File: config.mk
export PLATFORM = sky130hd
export DESIGN_NAME = sram_write_allocator
export DESIGN_NICKNAME = d
export VERILOG_FILES = /design/src/rtl/hydra_pkg.sv /design/src/rtl/sram_select_tree.sv /design/src/rtl/sram_write_allocator.sv
export SDC_FILE = /design/constraint.sdc
export NUM_CORES = 2
export LEC_CHECK = 0
export CAP_MARGIN = 25
export CORE_AREA = 2 2 239 241
export DETAILED_ROUTE_END_ITERATION = 16
export DIE_AREA = 0 0 241 243
export PLACE_DENSITY = 0.84
export SYNTH_ARGS = -nofsm -noshare
export SYNTH_HDL_FRONTEND = slang
export SYNTH_SLANG_ARGS = --single-unit
File: constraint.sdc
create_clock -name clk -period 35.2 [get_ports clk]
set_input_delay 7.04 -clock clk [delete_from_list [all_inputs] [get_ports clk]]
set_output_delay 7.04 -clock clk [all_outputs]
set_load 0.01 [all_outputs]
File: src/rtl/hydra_pkg.sv
// Shared sizes, index types and candidate record for the SRAM write allocator.
// The fit test widens both operands by one bit so a 64-page packet never wraps.
package hydra_pkg;

   localparam int NUM_PORTS = 16;
   localparam int NUM_SRAMS = 32;
   localparam int SPACE_W   = 11;
   localparam int LEN_W     = 6;
   localparam int PORT_W    = 4;
   localparam int SRAM_W    = 5;

   typedef logic [PORT_W-1:0] port_idx_t;
   typedef logic [SRAM_W-1:0] sram_idx_t;

   typedef enum logic {
      IDLE  = 1'b0,
      BOUND = 1'b1
   } bind_state_e;

   typedef struct packed {
      logic                 valid;
      logic [SPACE_W-1:0]   space;
      sram_idx_t            idx;
   } cand_t;

   // len holds pages-1, so the packet needs len+1 pages
   function automatic logic fits(input logic [SPACE_W-1:0] space,
                                 input logic [LEN_W-1:0]   len);
      logic [SPACE_W:0] need;
      need = {{(SPACE_W+1-LEN_W){1'b0}}, len} + {{SPACE_W{1'b0}}, 1'b1};
      return {1'b0, space} >= need;
   endfunction

endpackage

File: src/rtl/sram_select_tree.sv
// Combinational max-free-space picker over the eligible SRAMs.
// Heap-ordered binary tree: node k has children 2k (lower indices) and 2k+1.
module sram_select_tree
   import hydra_pkg::*;
(
   input  logic [NUM_SRAMS-1:0]         elig,
   input  logic [NUM_SRAMS*SPACE_W-1:0] free_space,
   output logic                         win_vld,
   output logic [SRAM_W-1:0]            win_idx
);

   cand_t node [2*NUM_SRAMS];

   // left operand covers lower indices, so it wins ties
   function automatic cand_t pick(input cand_t a, input cand_t b);
      if (a.valid && (!b.valid || a.space >= b.space)) begin
         return a;
      end
      return b;
   endfunction

   always_comb begin
      node[0] = '0;
      for (int s = 0; s < NUM_SRAMS; s++) begin
         node[NUM_SRAMS+s].valid = elig[s];
         node[NUM_SRAMS+s].space = free_space[s*SPACE_W +: SPACE_W];
         node[NUM_SRAMS+s].idx   = sram_idx_t'(s);
      end
      for (int k = NUM_SRAMS-1; k >= 1; k--) begin
         node[k] = pick(node[2*k], node[2*k+1]);
      end
   end

   assign win_vld = node[1].valid;
   assign win_idx = node[1].idx;

endmodule

File: src/rtl/sram_write_allocator.sv
// Binds ingress packets to SRAM banks: one grant per cycle, round-robin over
// ports, largest-free-space bank wins; the binding holds until the port's eop.
module sram_write_allocator
   import hydra_pkg::*;
(
   input  logic                         clk,
   input  logic                         rst_n,
   input  logic [NUM_PORTS-1:0]         req,
   input  logic [NUM_PORTS*LEN_W-1:0]   req_len,
   input  logic [NUM_PORTS-1:0]         eop,
   input  logic [NUM_SRAMS*SPACE_W-1:0] free_space,
   output logic                         grant_vld,
   output logic [PORT_W-1:0]            grant_port,
   output logic [SRAM_W-1:0]            grant_sram,
   output logic [NUM_PORTS-1:0]         port_bound,
   output logic [NUM_PORTS*SRAM_W-1:0]  port_sram,
   output logic [NUM_SRAMS-1:0]         sram_busy
);

   bind_state_e bind_st  [NUM_PORTS];
   sram_idx_t   own_sram [NUM_PORTS];
   port_idx_t   rr_ptr;

   logic [NUM_PORTS-1:0]   cand_p0;
   logic [2*NUM_PORTS-1:0] cand_dbl_p0;
   logic                   sel_vld_p0;
   port_idx_t              sel_port_p0;
   logic [LEN_W-1:0]       sel_len_p0;
   logic [NUM_SRAMS-1:0]   elig_p0;
   logic                   win_vld_p0;
   logic [SRAM_W-1:0]      win_idx_p0;
   logic                   grant_p0;

   always_comb begin
      for (int p = 0; p < NUM_PORTS; p++) begin
         port_bound[p]                 = (bind_st[p] == BOUND);
         port_sram[p*SRAM_W +: SRAM_W] = own_sram[p];
      end
   end

   // ---- stage p0: round-robin port select and bank eligibility ----
   assign cand_p0 = req & ~port_bound;

   // lower copy masked below rr_ptr, upper copy supplies the wrap-around
   assign cand_dbl_p0 = {cand_p0, cand_p0 & ({NUM_PORTS{1'b1}} << rr_ptr)};

   always_comb begin
      sel_vld_p0  = 1'b0;
      sel_port_p0 = '0;
      for (int i = 2*NUM_PORTS-1; i >= 0; i--) begin
         if (cand_dbl_p0[i]) begin
            sel_vld_p0  = 1'b1;
            sel_port_p0 = port_idx_t'(i % NUM_PORTS);
         end
      end
   end

   assign sel_len_p0 = req_len[sel_port_p0*LEN_W +: LEN_W];

   always_comb begin
      for (int s = 0; s < NUM_SRAMS; s++) begin
         elig_p0[s] = ~sram_busy[s] & fits(free_space[s*SPACE_W +: SPACE_W], sel_len_p0);
      end
   end

   sram_select_tree u_select (
      .elig       (elig_p0),
      .free_space (free_space),
      .win_vld    (win_vld_p0),
      .win_idx    (win_idx_p0)
   );

   assign grant_p0 = sel_vld_p0 & win_vld_p0;

   // ---- stage p1: binding state update ----
   // A released bank stays busy through its eop cycle, and a granted bank is
   // idle by construction, so release and grant never touch the same bit.
   always_ff @(posedge clk) begin
      if (!rst_n) begin
         grant_vld  <= 1'b0;
         grant_port <= '0;
         grant_sram <= '0;
         sram_busy  <= '0;
         rr_ptr     <= '0;
         for (int p = 0; p < NUM_PORTS; p++) begin
            bind_st[p]  <= IDLE;
            own_sram[p] <= '0;
         end
      end else begin
         grant_vld <= grant_p0;
         if (sel_vld_p0) begin
            rr_ptr <= port_idx_t'(sel_port_p0 + 4'd1);
         end
         for (int p = 0; p < NUM_PORTS; p++) begin
            if (eop[p] && bind_st[p] == BOUND) begin
               bind_st[p]            <= IDLE;
               sram_busy[own_sram[p]] <= 1'b0;
            end
         end
         if (grant_p0) begin
            grant_port            <= sel_port_p0;
            grant_sram            <= win_idx_p0;
            bind_st[sel_port_p0]  <= BOUND;
            own_sram[sel_port_p0] <= win_idx_p0;
            sram_busy[win_idx_p0] <= 1'b1;
         end
      end
   end

endmodule

==> metrics.md <==
| Metric | Value |
|---|---|
| Simple-gate share of the synthesized area | 0.2418 |
| Worst reg2reg endpoint | own_sram[10][0] |
| Worst-case reg-to-reg path depth | 99 |
| Crit path buf inv count | 13 |
| Post-CTS Resized | 0 |
| Layout area overhead | 27.08% |
| Max-Cap Viols | 0 |
| Worst path max stage delay | 0.83 ns |
| CTS root buffer | clkbuf_16 |
| Main combinational cell family by area after synthesis | simple AND/OR/NAND/NOR gates |
| Slew Limit Fails | 0 |
| Sequential element share of the synthesized area | 0.1265 |
| Clock Power Share | 0.055 |
| Crit-path most repeated cell | a21oi_1 |
| Dpl hpwl | 119,300 um |
| Final instance area | 0.03659 mm^2 |
| VDD IR-drop max | 0.2387 mV |
| Die W | 241 um |
| Crit. Startpoint | req[14] |
| Yosys warnings | 0 |
| EDFF count, synth | 80 |
| Area of the core | 0.05595 mm^2 |
| Netlist Area Pre-Place | 0.02880 mm^2 |
| Avg Cell Area, Syn | 7.662 um^2 |
| Synth Area in XOR/XNOR | 0.002086 |
| DRC violations left | 0 |
| Crit path required time | 35.41 ns |
| DR iter-0 viols | 4,425 |
| Worst path depth | 100 |
| Total track usage | 0.4930 |
| Combinational power share | 0.857 |
| TritonRoute pass-1 iters | 9 |
| # IOs | 620 |
| Post-synth cell types | 111 |
| Psw | 2.094 mW |
| FP Rows | 87 |
| # nets final | 5,325 |
| Vias per cell | 6.852 |
| Clock latency on the worst-skew pair | 0.48 ns |
| Critical path endpoint | own_sram[10][0] |
| Crit Path Category | input port to register |
| Syn Nets | 4,746 |
| RSZ-0062 raised after global routing | false |
| Power Density | 96.22 mW/mm^2 |
| Filler cell count | 4,633 |
| Largest net degree at the start of global routing | 46 |
| Critical Path Source Type | input port |
| CP max-delay cell | nor4_1 |
| Synth Area in Compound Gates | 0.2395 |
| H-Tree Depth | 4 |
| Clock Tree Buf Depth | 2 |
| Max-slew headroom | 0.1636 |
| Final min period | 27.25 ns |
| Worst flop-to-flop path startpoint | bind_st[4] |
| Flops & latches, synth | 142 |
| Final number of hold-violating endpoints | 0 |
| Die span in y | 243 um |
| Cell count after synthesis | 3,758 |
| Crit Path Max Fanout | 32 |
| Status | completed |
| Vias in the first global route | 34,040 |
| Asr flop ratio synth | 0 |
| Top_reg_cell synth | edfxtp_1 |
| Port bufs | 619 |
| Die area | 0.05856 mm^2 |
| Clock sinks | 142 |
| Post-DRT Antenna Nets | 0 |
| Fmax | 0.03670 GHz |
| Initial antenna violation count | 8 |
| Setup TNS | 0 ns |
| Critical Path Sink Type | register |
| TritonCTS Buffers | 17 |
| Setup Skew | 0.02624 ns |
| Gpl congestion | 1.131 |
| WL/cell | 29.33 um |
| First-pass GRT wire length | 215,200 um |
| CTS tree | yes |
| Clk pin slew, worst setup/hold paths | 0.09 ns |
| Post-synthesis mux area share | 0.09229 |
| Vias | 35,060 |
| Final WL | 150,100 um |
| Hold crit path type | register to register |
| Sequential power share | 0.088 |
| Initial Util | 0.5146 |
| Placed Area | 0.03591 mm^2 |
| Reg2reg setup slack | 14.51 ns |
| Internal Dissipation | 1.427 mW |
| Sw Share | 0.5948 |
| Post-CTS Setup Repair Bufs | 0 |
| Layout cells sized above 1 | 0.05977 |
| Top delay family on crit path | compound AO/OA/AOI/OAI gates |
| Grt ovf | 0 |
| Adder-cell share of the synthesized area | 0.2314 |
| CTS Hold Bufs | 0 |
| Crit path DAT | 27.46 ns |
| LEAKAGE | 16.04 nW |
| Slew @ Worst Pin | 1.250 ns |
| Final setup fails | 0 |
| Period utilization | 0.7742 |
## through the flow
step                      power (mW)    util  instances  hold slack (ns)  worst slack [ns]
after floorplan                2.150       -       3758           0.4793             10.29
after global placement         3.070  0.6411       5066           0.4689             8.440
after detailed placement       3.176  0.6418       5070           0.4788             7.787
after CTS                      3.376  0.6528       5102           0.4911             8.165
after global routing           3.710  0.6537       5110           0.5409             6.485
final                          3.521  0.6540       5117           0.4991             7.949
## per-layer routing
layer,part of all wire,vias to the layer above,global-route usage
met2,0.43,2856,0.7596
met1,0.36,16200,0.5705
li1,-,15170,-
met3,0.13,836,0.1558
met4,0.089,8,0.3617
met5,0.00045,-,0.01010
## worst min-delay path by stage
stage	start	to	slack (ns)	cells past startpoint
6_report	grant_sram[0]	grant_sram[0]	0.50	2
5_1_grt	grant_sram[0]	grant_sram[0]	0.54	2
4_1_cts	grant_sram[0]	grant_sram[0]	0.49	2
3_5_place_dp	grant_sram[0]	grant_sram[0]	0.48	2
3_3_place_gp	grant_sram[0]	grant_sram[0]	0.47	2
2_1_floorplan	bind_st[1]	bind_st[1]	0.48	2
## state kept, by name, summed over array words and instances (netlist names)
signal and flops:
sram_busy 32, grant_sram 5, bind_st 16, rr_ptr 4, own_sram 80, grant_vld 1
grant_port 4
## cell usage after synthesis, types with 22 or more instances
cell type / count / area, um^2
ha_1: 506 / 6331
nor2_1: 352 / 1321
inv_1: 342 / 1284
a21oi_1: 241 / 1206
nand2_1: 225 / 844.6
o21ai_0: 189 / 945.9
mux2i_1: 171 / 1712
nand2b_1: 131 / 819.5
nor2b_1: 131 / 819.5
a21o_1: 110 / 825.8
nand3_1: 104 / 520.5
o22ai_1: 85 / 531.8
edfxtp_1: 80 / 2402
nand4_1: 77 / 481.7
mux2_2: 75 / 844.6
nor3_1: 74 / 370.4
clkbuf_1: 65 / 244.0
dfxtp_1: 62 / 1241
o21a_1: 58 / 435.4
a221oi_1: 47 / 411.6
nand3b_1: 46 / 345.3
nor3b_1: 36 / 270.3
or3_1: 32 / 200.2
maj3_1: 31 / 310.3
a211oi_1: 29 / 217.7
a22oi_1: 29 / 217.7
o2111ai_1: 29 / 254.0
and3_1: 27 / 168.9
buf_4: 22 / 165.2
## kinds of logic after synthesis
logic type	after synthesis
simple gates	1329
flops	142
buf+inv	465
fa+ha+maj	539
mux	251
compound gates	1026
xor+xnor	6
## power by group through the flow
stage          sequential, mW  combinational, mW  clock [mW]
2_1_floorplan           0.267               1.88           0
3_3_place_gp            0.302               2.77           0
3_5_place_dp            0.302               2.87           0
4_1_cts                 0.299               2.89       0.189
5_1_grt                 0.307               3.21       0.195
6_report                0.309               3.02       0.193
## tightest hold or removal path: stages, from the launching register on
cell and delay (ns):
dfxtp_1 0.32, nand2b_1 0.07, a21oi_1 0.06
## cell type report
| type | count | area [um^2] | area share |
|---|---|---|---|
| Antenna cell | 11 | 27.53 | 0.0007522 |
| Clock buffer | 17 | 425.4 | 0.01163 |
| Timing Repair Buffer | 680 | 6671 | 0.1823 |
| Inverter | 345 | 1295 | 0.03539 |
| Sequential cell | 142 | 3643 | 0.09957 |
| Clock inverter | 15 | 190.2 | 0.005197 |
| Multi-Input combinational cell | 3151 | 23390 | 0.6393 |
| Tap cell | 756 | 945.9 | 0.02585 |
## layout by cell type (no fill, tap or decap), types with 14 or more instances in the layout
cell	instances
maj3_1	31
dfxtp_1	62
o21a_1	58
o22ai_1	85
o21ai_0	189
a21oi_1	241
a211oi_1	29
nand4_1	77
ha_1	506
inv_1	342
clkdlybuf4s50_1	618
and3b_1	14
nand3_1	104
edfxtp_1	80
nor3_1	67
nor2_1	352
or3_1	31
a31oi_1	18
buf_4	56
o211ai_1	20
o21ai_1	14
nand3b_1	46
a21o_1	110
nand2b_1	131
o32ai_1	19
a221oi_1	47
nor3b_1	29
clkbuf_16	17
and3_1	27
nand2_1	225
mux2i_1	171
mux2_2	75
nor2b_1	131
a22oi_1	29
o2111ai_1	29
Note: power is estimated with default switching activity, not from simulation.
